===== config.mk =====
export PLATFORM = sky130hd
export DESIGN_NAME = sample_rr_arb
export DESIGN_NICKNAME = d
export VERILOG_FILES = /design/src/rtl/sample_rr_arb.sv
export SDC_FILE = /design/constraint.sdc
export NUM_CORES = 1
export LEC_CHECK = 0
export CORE_UTILIZATION = 40
export DETAILED_ROUTE_END_ITERATION = 8
export DONT_BUFFER_PORTS = 1
export GPL_TIMING_DRIVEN = 1
export PLACE_DENSITY = 0.59
export SYNTH_ARGS = -nofsm -noshare
export SYNTH_HDL_FRONTEND = slang
export SYNTH_SLANG_ARGS = --single-unit

===== constraint.sdc =====
create_clock -name clk -period 6.3 [get_ports clk]
set_input_delay 0.945 -clock clk [delete_from_list [all_inputs] [get_ports clk]]
set_output_delay 0.945 -clock clk [all_outputs]
set_load 0.01 [all_outputs]

===== src/rtl/sample_rr_arb.sv =====
// sample_rr_arb: round-robin arbiter holding a registered binary grant index until release or hold timeout
module sample_rr_arb #(
  parameter  int IDX      = 4,
  parameter  int MAX_HOLD = 64,
  localparam int REQ      = 1 << IDX,
  localparam int HW       = $clog2(MAX_HOLD + 1)
) (
  input  logic           clk,
  input  logic           reset_,
  input  logic [REQ-1:0] req,
  input  logic           release_,
  output logic           grant_valid,
  output logic [IDX-1:0] grant_idx,
  output logic           timeout
);
  typedef enum logic {IDLE, GRANT} state_t;
  state_t         state, state_nx;
  logic [IDX-1:0] ptr, ptr_nx, idx_nx, win, cand;
  logic [HW-1:0]  hold_cnt, hold_nx;
  logic           timeout_nx;
  // grant is live exactly while in GRANT, so it comes straight off the state flop
  assign grant_valid = (state == GRANT);
  // rotating priority scan: walk offsets high to low so the closest set bit at/after ptr wins
  always_comb begin
    win  = ptr;
    cand = ptr;
    for (int i = REQ - 1; i >= 0; i--) begin
      cand = ptr + IDX'(i);
      if (req[cand]) win = cand;
    end
  end
  // next-state: grab a winner from IDLE, end the grant on release or when the hold budget is spent
  always_comb begin
    state_nx   = state;
    ptr_nx     = ptr;
    idx_nx     = grant_idx;
    hold_nx    = hold_cnt;
    timeout_nx = 1'b0;
    if (state == IDLE) begin
      if (|req) begin
        state_nx = GRANT;
        idx_nx   = win;
        hold_nx  = HW'(1);
      end
    end else if (release_ || hold_cnt == HW'(MAX_HOLD)) begin
      state_nx   = IDLE;
      ptr_nx     = grant_idx + 1'b1;
      hold_nx    = '0;
      timeout_nx = !release_;
    end else begin
      hold_nx = hold_cnt + 1'b1;
    end
  end
  // all state and outputs registered; async reset clears everything including a pending timeout
  always_ff @(posedge clk or negedge reset_) begin
    if (!reset_) begin
      state     <= IDLE;
      ptr       <= '0;
      grant_idx <= '0;
      hold_cnt  <= '0;
      timeout   <= 1'b0;
    end else begin
      state     <= state_nx;
      ptr       <= ptr_nx;
      grant_idx <= idx_nx;
      hold_cnt  <= hold_nx;
      timeout   <= timeout_nx;
    end
  end
endmodule


# Word level (Yosys, flattened, before mapping)

Index checks and enable logic that the tools add are counted.
W data, S select, Z words.

Register bits: 17
Bits of input ports: 19
Output and inout port bits: 6
Word-level logic and storage cells: 102

Add/sub/neg operators: 17
Magnitude comparators: 16
Equality and inequality tests: 1
Muxes and demuxes: 56
Bitwise operators: 1
Reductions and logical operators: 6

Operators by type and width:

| cell                  | number |
|---|---|
| $lt A4 B5 Y1 const B  | 16 |
| $bmux W1 S4           | 16 |
| $mux W4               | 16 |
| $add A4 B4 Y4 const B | 8 |
| $mux W1               | 21 |
| $mux W7               | 3 |
| $add A4 B3 Y4 const B | 4 |
| $reduce_or A16 Y1     | 1 |
| $add A4 B1 Y4 const B | 2 |
| $add A4 B2 Y4 const B | 2 |
| $add A7 B1 Y7 const B | 1 |
| $eq A7 B7 Y1 const B  | 1 |
| $reduce_and A2 Y1     | 2 |
| $reduce_bool A2 Y1    | 1 |
| $logic_not A1 Y1      | 1 |
| $logic_or A1 B1 Y1    | 1 |
| $not A1 Y1            | 1 |

# Logic depth before layout (Yosys ltp)

Gate-level depths: netlist (run 1).

Word-level depth: 19
Mapped depth: 14
Mapped depth without buffers: 10

# Worst setup path after synthesis (run 1)

No wires, ideal clock.

Path type: register -> register
Start point: register ptr[1]
End point: register grant_idx[2]
Library setup time: 0.140 ns
Data arrival time: 3.306 ns
Data required time: 6.160 ns
Slack: 2.854 ns
Cell stages (with the launch flop): 12
Period minus slack after synthesis: 3.446 ns
Cell sequence: dfrtp_1 > clkbuf_1 > inv_1 > ha_1 > buf_2 > mux4_2 > mux2_4 > o21a_1 > o31a_1 > a31o_1 > o31ai_1 > a41oi_1

Longest elaborated chain between the ends: 19

Ends and longest elaborated chain:

| item                          | line | source |
|---|---|---|
| start: declaration            | 18   | `logic [IDX-1:0] ptr, ptr_nx, idx_nx, win, cand;` |
| start signal: assignment      | 64   | `ptr <= ptr_nx;` |
| $add A4 B4 Y4                 | 28   | `cand = ptr + IDX'(i);` |
| $bmux W1 S4                   | 29   | `if (req[cand]) win = cand;` |
| $mux W1 (not written as such) | 29   |  |
| $mux W4 (15 in a row)         | 29   |  |
| $mux W4 (*)                   | 29   |  |
| end signal: assignment        | 65   | `grant_idx <= idx_nx;` |
| end: declaration              | 13   | `output logic [IDX-1:0] grant_idx,` |

Every way passes the cells marked *; elsewhere a longest branch is shown, timed or not. The select of a mux whose other input is x is not followed.
A chain may end at the register's enable or synchronous reset.

# Worst setup path after layout (run 1)

Ends and elaborated chain as after synthesis.

==> impl_metrics.toml, run 1 <==
[final_layout]
drive_gt1_frac = 0.1536
seqCellArea_um2 = 426.7
multi_input_area_um2 = 2268
mostFrequentLayoutCells = "nand2_1 (31), mux2i_1 (25), o21ai_0 (21)"
areaGrowthSynthToFinish_pct = 2.308
nFillCells = 686
final_common_cell = "nand2_1"
nNetsFinal = 336
antennaDiodeCount = 0

[timing]
rsz0062_at_grt = "no"
finalHoldViolCount = 0
fin_tns_setup_ns = 0
slew_violations = 0
finalSetupViolations = 0
slew_headroom = 0.4823
period_share = 0.6777
max_clock_freq_mhz = 234.2
worst-slew-pin-transition_ns = 0.7739
skew_ns = 0.001071
fin_crit_ns = 4.270

[detailed_routing]
vias = 2601
drtIter0Drc = 219
wire_per_inst_um = 20.04
avgViaCountPerCell = 6.470
routed_wl_um = 8056
drt_pre_antenna_iters = 5
drc_errors = 0
ant_nets = 0

[die]
core-area_um2 = 6869
die_h_um = 86.75
rows = 30
die_w_um = 86.75
num_io_pins = 25
dieArea_um2 = 7525
initial_utilization = 0.4182

[global_route]
grt_overflow = 0
track_usage = 0.2248
antenna_found_initial = 0
grt_pass1_vias = 2351
grt_pass1_wl_um = 13080
grt_max_degree = 42

[synthesis]
synth_warnings = 0
ys.flop_type = "dfrtp_1"
synth_area_um2 = 2873
syn_nets = 346
synth-seq-cells = 17
synth_edf_count = 0
yosysSeqAreaShare = 0.1481
async_flop_share = 1.000
synth_area_per_cell_um2 = 9.062
ys_types = 60
synthCells = 317

[critical_path]
reg2reg_depth = 11
timing.rr.end = "grant_idx[2]"
r2r_slack_ns = 2.03
crit_fanout = 23
cp.arrival_ns = 4.39
critPathCaptureType = "register"
worstSetupPathType = "reg2reg"
setup.worst_path.start_class = "register"
timing.rr.start = "ptr[1]"
cp_data_required_time_ns = 6.42

[clock_tree]
cts.path.max_buffers = 2
clk_pin_slew_ns = 0.06
post_cts_buffers = 0
cts_sinks = 17
cts_root_buf = "clkbuf_8"
cts_tree = "done"
cts_htree_levels = 1
cts_made_buffers = 3
cts.hold.buffers_added = 0
clkLatencyLatePin_ns = 0.25
post_cts_resized = 0

[placement]
io_buffers = 0
gp_congestion = 0.9660
dp_hpwl_um = 6097

[min_path]
hold_class = "in2async"

[status]
outcome = "finished, final reports clean"

[flow_run]
maxCapViolations = 0
==> metrics by stage <==
| stage | worst slack, ns | hold slack, ns | utilization | std cells | instance area [um2] |
|---|---|---|---|---|---|
| after floorplan | 2.854 | 0.4460 | - | 317 | 2873 |
| after global routing | 1.819 | 0.3647 | 0.4279 | 402 | 2939 |
| after global placement | 2.159 | 0.4886 | 0.4213 | 398 | 2894 |
| after detailed placement | 2.152 | 0.4979 | 0.4213 | 398 | 2894 |
| after CTS | 2.140 | 0.3771 | 0.4279 | 402 | 2939 |
| final | 2.030 | 0.3851 | 0.4279 | 402 | 2939 |
==> kinds of logic after synthesis <==
family / Yosys count / synth area share
mux: 69 / 0.3532
compound gates: 83 / 0.2008
xor+xnor: 11 / 0.03615
simple gates: 93 / 0.1559
fa+ha+maj: 10 / 0.04355
flops: 17 / 0.1481
buf+inv: 34 / 0.06228
==> worst max path at each step <==
stage | startpoint | to | slack (ns) | cells past startpoint
global route | ptr[0] | grant_idx[2] | 1.82 | 11
floorplan | ptr[1] | grant_idx[2] | 2.85 | 11
CTS | ptr[1] | grant_idx[2] | 2.14 | 11
global placement | ptr[1] | grant_idx[2] | 2.16 | 11
detailed placement | ptr[1] | grant_idx[2] | 2.15 | 11
finish | ptr[1] | grant_idx[2] | 2.03 | 11
==> cells in the mapped netlist (7+ instances only) <==
| cell type | n | area (um2) |
|---|---|---|
| nor2_1 | 18 | 67.56 |
| mux2_2 | 19 | 214.0 |
| inv_1 | 16 | 60.06 |
| clkbuf_1 | 8 | 30.03 |
| a21oi_1 | 10 | 50.05 |
| xnor2_1 | 7 | 61.31 |
| o21ai_0 | 21 | 105.1 |
| mux4_2 | 17 | 382.9 |
| nand3_1 | 9 | 45.04 |
| dfrtp_1 | 17 | 425.4 |
| nand2_1 | 31 | 116.4 |
| ha_1 | 10 | 125.1 |
| mux2i_1 | 25 | 250.2 |
==> routing by layer <==
metal	global-route usage	vias up	wire length, um
li1	-	1208	-
met1	0.3393	1273	3683
met2	0.3348	109	3655
met3	0.03905	11	605
met4	0.04697	0	110
met5	0	-	0
==> state kept, by name (all words and copies together), names as in the netlist <==
register and count:
grant_idx 4, grant_valid 1, timeout 1, hold_cnt 7, ptr 4
==> area by class of cell <==
class	count	area share
flip-flops and latches	17	0.1452
multi-input cells	266	0.7718
inverters	17	0.02171
clock buffers	4	0.01533
repair buffers	2	0.005109
well taps	96	0.04087
==> worst max-delay path, cell delays in order (launching register included) <==
cell and delay [ns]:
dfrtp_1 0.32, buf_4 0.30, inv_1 0.27, ha_1 0.75, mux4_2 0.60, mux2i_1 0.44
mux2i_1 0.32, mux2i_1 0.19, a2111o_1 0.47, o221a_1 0.24, o31ai_1 0.06, a41oi_1 0.14
Power of run 1 is not shown: default switching activity piles up to over one toggle a cycle in this logic, so the estimate is an artifact.
==> run 2: changes to the inputs <==
ABC_AREA = 1   (was default)
clock period = 4.2 ns   (was 6.3 ns; I/O delays follow)
==> run 2 against run 1 <==
  * Synthesized cell count grew 38%
  * Routed wire length shrank 12%
  * Global-route usage grew 0.58 points
  * Flip-flop and latch count is the same
  * Worst hold slack lost 0.32 ns
  * Critical path depth grew 13
  * Non-clock buffer count grew 2
  * Sequential share of layout area grew 2.1 points
  * Area after synthesis shrank 14%
  * Cell count grew 27%
  * Setup slack lost 0.93 ns
==> impl_metrics.toml, run 2 <==
[placement]
place_worst_setup_slack_ns = 1.172
io_buffers = 0
dp_cells = 507
gp_congestion = 0.9520
dp_hpwl_um = 5681

[min_path]
hold_class = "in2async"

[critical_path]
cp.arrival_ns = 3.29
critPathCaptureType = "register"
worstSetupPathType = "reg2reg"
cp_data_required_time_ns = 4.39
reg2reg_depth = 24
crit_fanout = 18
setup.worst_path.start_class = "register"
r2r_slack_ns = 1.10
timing.rr.end = "grant_idx[0]"
timing.rr.start = "ptr[0]"

[clock_tree]
cts_sinks = 17
post_cts_buffers = 0
cts_htree_levels = 1
cts_root_buf = "clkbuf_8"
clk_pin_slew_ns = 0.07
cts.hold.buffers_added = 0
cts_tree = "done"
cts.path.max_buffers = 2
post_cts_resized = 0
clkLatencyLatePin_ns = 0.25
cts_made_buffers = 3

[synthesis]
synth.most_common_cell = "nand2_1"
synth_area_um2 = 2480
synth_common_cells = "nand2_1 (176), nand3_1 (73), inv_1 (45)"
synth_top_cell_area_share = 0.2664
syn_nets = 468
synth-seq-cells = 17
ys_types = 31
async_flop_share = 1.000
synthCells = 439
ys.flop_type = "dfrtp_1"
synth_edf_count = 0
synthTopCellsByArea = "nand2_1 (27%), dfrtp_1 (17%), nand3_1 (15%)"
synth_top_area_cell = "nand2_1"
synth_warnings = 0
yosysSeqAreaShare = 0.1715
synth_area_per_cell_um2 = 5.649

[final_layout]
areaGrowthSynthToFinish_pct = 3.027
nNetsFinal = 466
instances_no_fill = 511
largest_reg_flops = 7
final_common_cell = "nand2_1"
mostFrequentLayoutCells = "nand2_1 (176), nand3_1 (73), inv_1 (45)"
antennaDiodeCount = 0
final_core_util = 0.4290
reg_top3 = "hold_cnt x7, grant_idx x4, ptr x4"
drive_gt1_frac = 0.06881
top_register = "hold_cnt"

[timing]
fin_crit_ns = 3.099
finalSetupViolations = 0
rsz0062_at_grt = "no"
skew_ns = 0.002808
max_clock_freq_mhz = 322.6
slew_headroom = 0.6665
finalHoldViolCount = 0
fin_tns_setup_ns = 0
slew_violations = 0
setup_slack_ns = 1.101
period_share = 0.7379
worst-slew-pin-transition_ns = 0.4950

[global_route]
grt_overflow = 0
antenna_found_initial = 0
grt_max_degree = 25
grt_pass1_wl_um = 11500
grt_pass1_vias = 2360
track_usage = 0.2306

[die]
dieArea_um2 = 6519
die_h_um = 80.74
die_w_um = 80.74
num_io_pins = 25
core-area_um2 = 5956
rows = 28
initial_utilization = 0.4164

[flow_run]
maxCapViolations = 0

[detailed_routing]
wire_per_inst_um = 13.94
drtIter0Drc = 176
vias = 2700
drt_pre_antenna_iters = 4
avgViaCountPerCell = 5.284
routed_wl_um = 7121
drc_errors = 0
ant_nets = 0

[status]
outcome = "finished, final reports clean"
==> run 2: cell type report <==
type,count,area [um2]
fillers,672,3401
multi-input cells,358,1753
flip-flops and latches,17,425.4
inverters,53,206.4
well taps,75,93.84
clock buffers,3,41.29
repair buffers,4,30.03
clock inverters,1,5.005
==> run 2: per-stage QoR <==
step           hold WS, ns  area [um2]
3_3_place_gp        0.3348        2509
6_report           0.06264        2555
3_5_place_dp        0.3349        2509
2_1_floorplan       0.3344        2480
4_1_cts            0.06193        2555
5_1_grt            0.05269        2555
==> run 2: how the worst max path moves through the flow <==
stage / to / slack [ns] / start / cells past startpoint
floorplan: grant_idx[2] / 1.58 / ptr[1] / 26
global placement: grant_idx[0] / 1.20 / ptr[0] / 24
detailed placement: grant_idx[0] / 1.17 / ptr[0] / 24
CTS: grant_idx[0] / 1.15 / ptr[0] / 24
global route: grant_idx[0] / 0.76 / ptr[0] / 23
finish: grant_idx[0] / 1.10 / ptr[0] / 24
==> run 2: critical path, stage by stage (launching register included) <==
cell and delay, ns:
dfrtp_1 0.41, inv_6 0.10, ha_1 0.57, inv_1 0.32, nand3_1 0.19, nand2_1 0.08
o21ai_1 0.27, nand2_1 0.08, nand2_1 0.16, inv_1 0.06, nand2_1 0.06, nand2_1 0.04
nand2_1 0.05, nand2_1 0.05, nand2_1 0.05, nand2_1 0.04, nand2_1 0.05, nand2_1 0.04
nand2_1 0.05, nand2_1 0.04, nand2_1 0.07, nand2_1 0.06, nand2_1 0.07, nand3_1 0.07
nand2_1 0.06
==> run 2: kinds of logic after synthesis <==
| group | count (synthesis) | synth area share |
|---|---|---|
| flip-flops | 17 | 0.1715 |
| XOR/XNOR | 13 | 0.05651 |
| AND/OR/NAND/NOR | 280 | 0.4818 |
| adder cells (fa/ha/maj) | 10 | 0.05045 |
| buffers and inverters | 64 | 0.1216 |
| AO/OA/AOI/OAI | 55 | 0.1181 |
==> run 2: routing by layer <==
metal  part of all wire  up-vias  GRT usage
li1                   -     1412          -
met1               0.43     1187     0.3043
met2               0.47       88     0.3958
met3              0.076       13    0.02697
met4              0.023        0    0.06429
met5                  0        -          0
Power of run 2 is left out for the same reason.
==> run 3: changes to the inputs <==
ABC_AREA = 0   (was 1)
PLACE_DENSITY = 0.61   (was 0.59)
clock period = 2.75 ns   (was 4.2 ns; I/O delays follow)
==> run 3 against run 2 <==
  * The run now ends with negative setup slack left
  * Setup slack worse by 1.2 ns
  * Via count is 8.0% higher
  * First-iteration DRC count is 35% higher
  * Sequential share of layout area is 5.4 points lower
  * Critical path type unchanged
  * Routed wire length is 30% higher
  * Critical path depth is 14 lower
  * Clock skew is 0.0022 ns higher
  * Count of clock-buffer cells in the layout stayed put
  * Non-clock buffer count is 79 higher
==> impl_metrics.toml, run 3 (same netlist as run 1, synthesis figures left out) <==
[final_layout]
antennaDiodeCount = 0
top_register = "hold_cnt"
areaGrowthSynthToFinish_pct = 31.49
nFillCells = 626
final_core_util = 0.5499
multi_input_area_um2 = 2475
largest_reg_flops = 7
mostFrequentLayoutCells = "buf_4 (79), nand2_1 (28), o21ai_0 (20), mux4_2 (20), mux2i_1 (20)"
final_common_cell = "buf_4"
reg_top3 = "hold_cnt x7, grant_idx x4, ptr x4"
drive_gt1_frac = 0.4238
nNetsFinal = 417
seqCellArea_um2 = 426.7
instances_no_fill = 483

[global_route]
track_usage = 0.2509
grt_overflow = 0
grt_pass1_vias = 2704
grt_pass1_wl_um = 14690
grt_max_degree = 18
antenna_found_initial = 0

[detailed_routing]
vias = 2916
drtIter0Drc = 237
drt_pre_antenna_iters = 5
avgViaCountPerCell = 6.037
ant_nets = 0
drc_errors = 0
wire_per_inst_um = 19.14
routed_wl_um = 9245

[timing]
setup_slack_ns = -0.1073
worst-slew-pin-transition_ns = 0.8436
hold_ws_ns = 0.2153
max_clock_freq_mhz = 350.0
skew_ns = 0.004959
slew_violations = 0
fin_crit_ns = 2.857
rsz0062_at_grt = "yes"
period_share = 1.039
finalHoldViolCount = 0
slew_headroom = 0.4357
finalSetupViolations = 2

[clock_tree]
cts_made_buffers = 3
cts_sinks = 17
cts_root_buf = "clkbuf_8"
clkLatencyLatePin_ns = 0.26
cts.path.max_buffers = 2
clk_pin_slew_ns = 0.08
cts_tree = "done"
cts_htree_levels = 1

[placement]
dp_hpwl_um = 7163
gp_congestion = 0.9076
place_worst_setup_slack_ns = -0.1930
dp_cells = 469
io_buffers = 0

[critical_path]
crit_fanout = 6
cp.arrival_ns = 2.98
critPathCaptureType = "register"
r2r_slack_ns = -0.11
cp_data_required_time_ns = 2.88
worstSetupPathType = "reg2reg"
setup.worst_path.start_class = "register"

[min_path]
hold_class = "in2reg"

[flow_run]
maxCapViolations = 0

[die]
dieArea_um2 = 7525
num_io_pins = 25
rows = 30
initial_utilization = 0.4182
die_w_um = 86.75
die_h_um = 86.75
core-area_um2 = 6869

[status]
violations = "negative setup slack"
outcome = "finished with violations"
run 3: through the flow:
step | area, um2 | setup TNS, ns
finish | 3777 | -0.1797
CTS | 3640 | -0.1429
floorplan | 2938 | -0.8202
global placement | 3482 | -0.4108
detailed placement | 3482 | -0.5339
global route | 3777 | -0.6158
run 3: area by class of cell:
cell class,count,area share
clock inverters,1,0.001325
well taps,96,0.03180
multi-input cells,266,0.6552
repair buffers,83,0.1709
flip-flops and latches,17,0.1130
inverters,17,0.01689
clock buffers,3,0.01093
run 3: metal layers:
| metal | part of all wire | global-route usage | up-vias | routed length (um) |
|---|---|---|---|---|
| met1 | 0.44 | 0.3658 | 1414 | 4078 |
| met2 | 0.46 | 0.3983 | 120 | 4269 |
| li1 | - | - | 1366 | - |
| met3 | 0.071 | 0.03238 | 16 | 659 |
| met5 | 0 | 0 | - | 0 |
| met4 | 0.026 | 0.05000 | 0 | 238 |
run 3: final timing paths:
kind                             startpoint      endpoint  cells past startpoint
worst min-delay path               release_       timeout                      1
max in group asynchronous            reset_        ptr[0]                      1
worst max register to register       ptr[0]  grant_idx[2]                     10
worst max-delay path                 ptr[0]  grant_idx[2]                     10
worst min register to register  hold_cnt[6]   hold_cnt[6]                      1
min in group asynchronous            reset_  grant_idx[2]                      1
run 3: worst max-delay path, stage by stage (launching register included):
cell,delay [ns]
dfrtp_2,0.41
inv_2,0.05
ha_4,0.32
mux4_2,0.56
mux2i_2,0.23
mux2i_2,0.13
mux2i_1,0.16
a2111o_1,0.41
o221a_1,0.24
o31ai_2,0.07
a41oi_1,0.14
run 3: timing repair:
action                                  4_1_cts  5_1_grt
hold endpoints to repair                     17        0
setup buffers                                 4        5
resized for setup                            19       21
hold buffers                                  1        0
pin swaps                                    10       14
endpoints found under the setup margin        4        4
Power of run 3 is left out for the same reason.
